### src/rtl/radix4_controller.sv
// Radix-4 multiplier control FSM: ENTER-driven operand load, ITER add/shift
// iterations with a watchdog on flag. Optional ENTER debounce via DEBOUNCE_EN.
module radix4_controller #(
  parameter int ITER       = 4,
  parameter int DEB_CYCLES = 16
) (
  input  logic       clk,
  input  logic       rst,
  input  logic       enter,
  input  logic       flag,
  output logic [4:0] ld,
  output logic [4:0] sel,
  output logic       busy,
  output logic       done,
  output logic       err
);

  typedef enum logic [3:0] {
    S_IDLE  = 4'd0,
    S_LOADA = 4'd1,
    S_WAITB = 4'd2,
    S_LOADB = 4'd3,
    S_CLR   = 4'd4,
    S_CALC  = 4'd5,
    S_SHIFT = 4'd6,
    S_CHECK = 4'd7,
    S_DONE  = 4'd8,
    S_ERR   = 4'd9
  } state_t;

  localparam logic [2:0] ITER_W = 3'(ITER);

  if (ITER < 1 || ITER > 7 || DEB_CYCLES < 2) begin : g_param_chk
    $error("radix4_controller: need 1 <= ITER <= 7 and DEB_CYCLES >= 2");
  end

  state_t     r_state;
  state_t     w_next;
  logic [2:0] r_wd;
  logic       r_sync1;
  logic       r_sync2;
  logic       r_prev;
  logic       w_lvl;
  logic       w_ent_p;

  always_ff @(posedge clk or negedge rst) begin
    if (!rst) begin
      r_sync1 <= 1'b0;
      r_sync2 <= 1'b0;
    end else begin
      r_sync1 <= enter;
      r_sync2 <= r_sync1;
    end
  end

`ifdef DEBOUNCE_EN
  localparam int            DW      = $clog2(DEB_CYCLES);
  localparam logic [DW-1:0] DEB_MAX = DW'(DEB_CYCLES - 1);

  logic [DW-1:0] r_deb_cnt;
  logic          r_deb;

  // Level only flips after DEB_CYCLES consecutive differing samples
  always_ff @(posedge clk or negedge rst) begin
    if (!rst) begin
      r_deb_cnt <= '0;
      r_deb     <= 1'b0;
    end else if (r_sync2 == r_deb) begin
      r_deb_cnt <= '0;
    end else if (r_deb_cnt == DEB_MAX) begin
      r_deb_cnt <= '0;
      r_deb     <= r_sync2;
    end else begin
      r_deb_cnt <= r_deb_cnt + 1'b1;
    end
  end

  assign w_lvl = r_deb;
`else
  assign w_lvl = r_sync2;
`endif

  always_ff @(posedge clk or negedge rst) begin
    if (!rst) r_prev <= 1'b0;
    else      r_prev <= w_lvl;
  end

  assign w_ent_p = w_lvl & ~r_prev;

  always_ff @(posedge clk or negedge rst) begin
    if (!rst) r_state <= S_IDLE;
    else      r_state <= w_next;
  end

  always_ff @(posedge clk or negedge rst) begin
    if (!rst)                    r_wd <= 3'd0;
    else if (r_state == S_CLR)   r_wd <= 3'd0;
    else if (r_state == S_SHIFT) r_wd <= r_wd + 3'd1;
  end

  always_comb begin
    w_next = S_IDLE;
    unique case (r_state)
      S_IDLE:  w_next = w_ent_p ? S_LOADA : S_IDLE;
      S_LOADA: w_next = S_WAITB;
      S_WAITB: w_next = w_ent_p ? S_LOADB : S_WAITB;
      S_LOADB: w_next = S_CLR;
      S_CLR:   w_next = S_CALC;
      S_CALC:  w_next = S_SHIFT;
      S_SHIFT: w_next = S_CHECK;
      S_CHECK: begin
        if (flag)                 w_next = S_DONE;
        else if (r_wd == ITER_W)  w_next = S_ERR;
        else                      w_next = S_CALC;
      end
      S_DONE:  w_next = w_ent_p ? S_IDLE : S_DONE;
      S_ERR:   w_next = w_ent_p ? S_IDLE : S_ERR;
      default: w_next = S_IDLE;
    endcase
  end

  // Moore decode: ld {disp,cnt,P,B,A}, sel {rsv,disp,cnt,B,P}
  always_comb begin
    ld   = 5'b00000;
    sel  = 5'b00000;
    busy = 1'b0;
    done = 1'b0;
    err  = 1'b0;
    unique case (r_state)
      S_IDLE: begin
        ld  = 5'b10000;
        sel = 5'b01000;
      end
      S_LOADA: ld = 5'b00001;
      S_WAITB: begin
        ld  = 5'b10000;
        sel = 5'b01000;
      end
      S_LOADB: ld = 5'b00010;
      S_CLR: begin
        ld   = 5'b01100;
        busy = 1'b1;
      end
      S_CALC: begin
        ld   = 5'b00100;
        sel  = 5'b00001;
        busy = 1'b1;
      end
      S_SHIFT: begin
        ld   = 5'b01010;
        sel  = 5'b00110;
        busy = 1'b1;
      end
      S_CHECK: busy = 1'b1;
      S_DONE: begin
        ld   = 5'b10000;
        done = 1'b1;
      end
      S_ERR:   err = 1'b1;
      default: ld = 5'b00000;
    endcase
  end

endmodule

### config.mk
export PLATFORM = sky130hd
export DESIGN_NAME = radix4_controller
export DESIGN_NICKNAME = d
export VERILOG_FILES = /design/src/rtl/radix4_controller.sv
export SDC_FILE = /design/constraint.sdc
export NUM_CORES = 1
export LEC_CHECK = 0
export BUFFER_PORTS_ARGS = -buffer_cell sky130_fd_sc_hd__buf_4
export CORE_MARGIN = 4
export CORE_UTILIZATION = 30
export DETAILED_ROUTE_END_ITERATION = 10
export HOLD_SLACK_MARGIN = 0.05
export PLACE_DENSITY_LB_ADDON = 0.05
export SYNTH_ARGS = -nofsm -noshare
export SYNTH_HDL_FRONTEND = slang
export SYNTH_SLANG_ARGS = --single-unit
### constraint.sdc
create_clock -name clk -period 2.8 [get_ports clk]
set_clock_uncertainty 0.1 [all_clocks]
set_input_delay 0.14 -clock clk [delete_from_list [all_inputs] [get_ports clk]]
set_output_delay 0.14 -clock clk [all_outputs]
set_load 0.005 [all_outputs]
==> results_dict.tcl <==
set metrics [dict create \
    synth.largest_area_cell "dfrtp_1" \
    cp-start-kind "flop" \
    vias 438 \
    dp_hpwl_um 814 \
    yosys.cell_count.top_type "dfrtp_1" \
    postSynthNetCount 65 \
    die_y_um 51.2 \
    critPathKind "flop to primary output" \
    ios 17 \
    crit_path_max_fanout 11 \
    fmax_mhz 561 \
    slowest_delay_ns 0.50 \
    synth-main-ff-cell "dfrtp_1" \
    num_rows 15 \
    ys_seq_area_frac 0.446 \
    path_delay_family "simple AND/OR/NAND/NOR gates" \
    clk_latency_ns 0.26 \
    start_util 0.321 \
    synthTopCellsByCount "dfrtp_1, nand2b_1, nor2_1, nor3_1, a21oi_1" \
    max-cap-violations 0 \
    power_density_nw_per_um2 1090 \
    cts_resized 0 \
    postSynthCellCount 59 \
    yosys.area_share.simple 0.254 \
    async_flop_share 1.00 \
    rsz0062_at_grt "false" \
    synth_xor_area_frac 0.0156 \
    cts.clk_slew.worst_paths_ns 0.07 \
    synth_compound_area_frac 0.100 \
    final_area_um2 718 \
    synthAdderAreaFrac 0.0446 \
    postSynthAreaPerCell_um2 9.50 \
    grt_max_degree 15 \
    drive_above_1_share 0.311 \
    cts_root_buf "clkbuf_4" \
    crit_chain "or3b_4 -> clkinv_2 -> and2_4 -> buf_4" \
    ys_ff_latch 10 \
    critPathBufInv 2 \
    period_share 0.637 \
    numCtsBuffers 3 \
    cts.sinks 10 \
    cts-root-to-sink-buffers 2 \
    finalNetCount 81 \
    drtIter0Drc 11 \
    grt_pass1_vias 394 \
    finalCriticalPeriod_ns 1.78 \
    wirelength_um 1140 \
    drc 0 \
    cts_tree "built" \
    leakagePower_nw 0.351 \
    diodes 0 \
    ant_nets 0 \
    tns_ns 0 \
    worst_setup_path_end_kind "primary output" \
    syn_area_um2 561 \
    crit_slowest_cell "dfrtp_1" \
    hold_path.class "input port to asynchronous set/reset pin" \
    antenna_found_initial 0 \
    grtUsageTotal 0.0947 \
    portBuffers 15 \
    required_ns 2.56 \
    yosysWarnings 0 \
    die_w_um 51.2 \
    hold_viol 0 \
    fill_cells 182 \
    synthMuxAreaShare 0.0268 \
    status "complete, no violations" \
    setup_viol 0 \
    critPathArrivalTime_ns 1.54 \
    grt_first_pass_wirelength_um 1860 \
    vdd_ir_drop_max_mv 0.484 \
    vias_per_cell 4.42 \
    yosysTopAreaCellShare 0.446 \
    synth.distinct_cells 27 \
    dr.pass1.iters 4 \
    wire_per_inst_um 11.5 \
    placed_area_um2 662 \
    coreArea_um2 1750 \
    drv_slew 0 \
    gp_congestion 0.739 \
    overflow 0 \
    die_area_um2 2620 \
    synth_enable_flop_cells 0 \
    area_delta_synth_final_pct 28.1 \
    synth_area_leaders "dfrtp_1, nand2b_1, ha_1" \
    synth_top_family_by_area "simple AND/OR/NAND/NOR gates" \
    htreeDepth 1 \
]
final cells by class:
class	count	area, µm²	share of cell area
multi-input combinational	39	251	0.350
sequential	10	250	0.348
timing repair buffer	17	133	0.185
clock buffer	4	36.3	0.0505
tap	25	31.3	0.0436
inverter	4	16.3	0.0226
logic make-up (layout without fill, tap and decap cells):
family / Yosys count / in the layout
simple gates: 25 / 25
flops: 10 / 10
buf+inv: 10 / 25
compound gates: 9 / 9
fa+ha+maj: 2 / 2
other cells: 1 / 1
xor+xnor: 1 / 1
mux: 1 / 1
cell usage in the layout (no fill, tap or decap), drive strengths merged, types with 3 or more instances in the layout:
cell / netlist / layout
a21oi: 4 / 4
buf: 5 / 15
clkbuf: 1 / 4
dfrtp: 10 / 10
inv: 3 / 3
nand2b: 5 / 5
nor2: 5 / 5
nor3: 5 / 5
through the flow:
step / hold slack [ns] / utilization / power, W / std cells / worst slack, ns
after CTS: 0.133 / 0.411 / 0.000792 / 99 / 1.00
after global placement: -0.118 / 0.379 / 0.000662 / 93 / 1.32
after detailed placement: -0.118 / 0.379 / 0.000654 / 93 / 1.31
final: 0.138 / 0.411 / 0.000782 / 99 / 1.02
after floorplan: -0.256 / - / 0.000519 / 59 / 1.36
after global routing: 0.149 / 0.411 / 0.000848 / 99 / 0.922
sequential cells by signal, indices dropped and copies added (netlist names):
name     flops
r_state      4
r_wd         3
r_prev       1
r_sync1      1
r_sync2      1
what timing repair did:
action                                 4_1_cts  5_1_grt
setup buffers                                0        0
setup endpoints to repair                    0        0
hold buffers                                 2        0
endpoints found under the hold margin       11        0
where the power goes:
part,total (W),internal [W],switching (W)
clock network,0.000131,0.0000789,0.0000525
registers,0.000282,0.000190,0.0000916
logic,0.000369,0.000215,0.000154
path summary, 6_finish.rpt:
check                      slack (ns)    endpoint  cells after the start        from
max                              1.02      sel[1]                      4  r_state[0]
max reg2reg                      1.34     r_wd[0]                      4  r_state[0]
min in group clk                 0.16  r_state[2]                      4        flag
min                              0.14  r_state[1]                      2         rst
max in group asynchronous        2.32     r_sync1                      2         rst
min reg2reg                      0.25     r_sync2                      0     r_sync1
per-layer routing:
metal / vias to the layer above / track usage / part of all wire
met5: - / 0 / 0
met4: 0 / 0.0524 / 0.011
met3: 2 / 0.0175 / 0.046
met2: 9 / 0.127 / 0.40
met1: 203 / 0.140 / 0.54
li1: 224 / - / -
No activity file was read; power rests on OpenSTA's default activity.
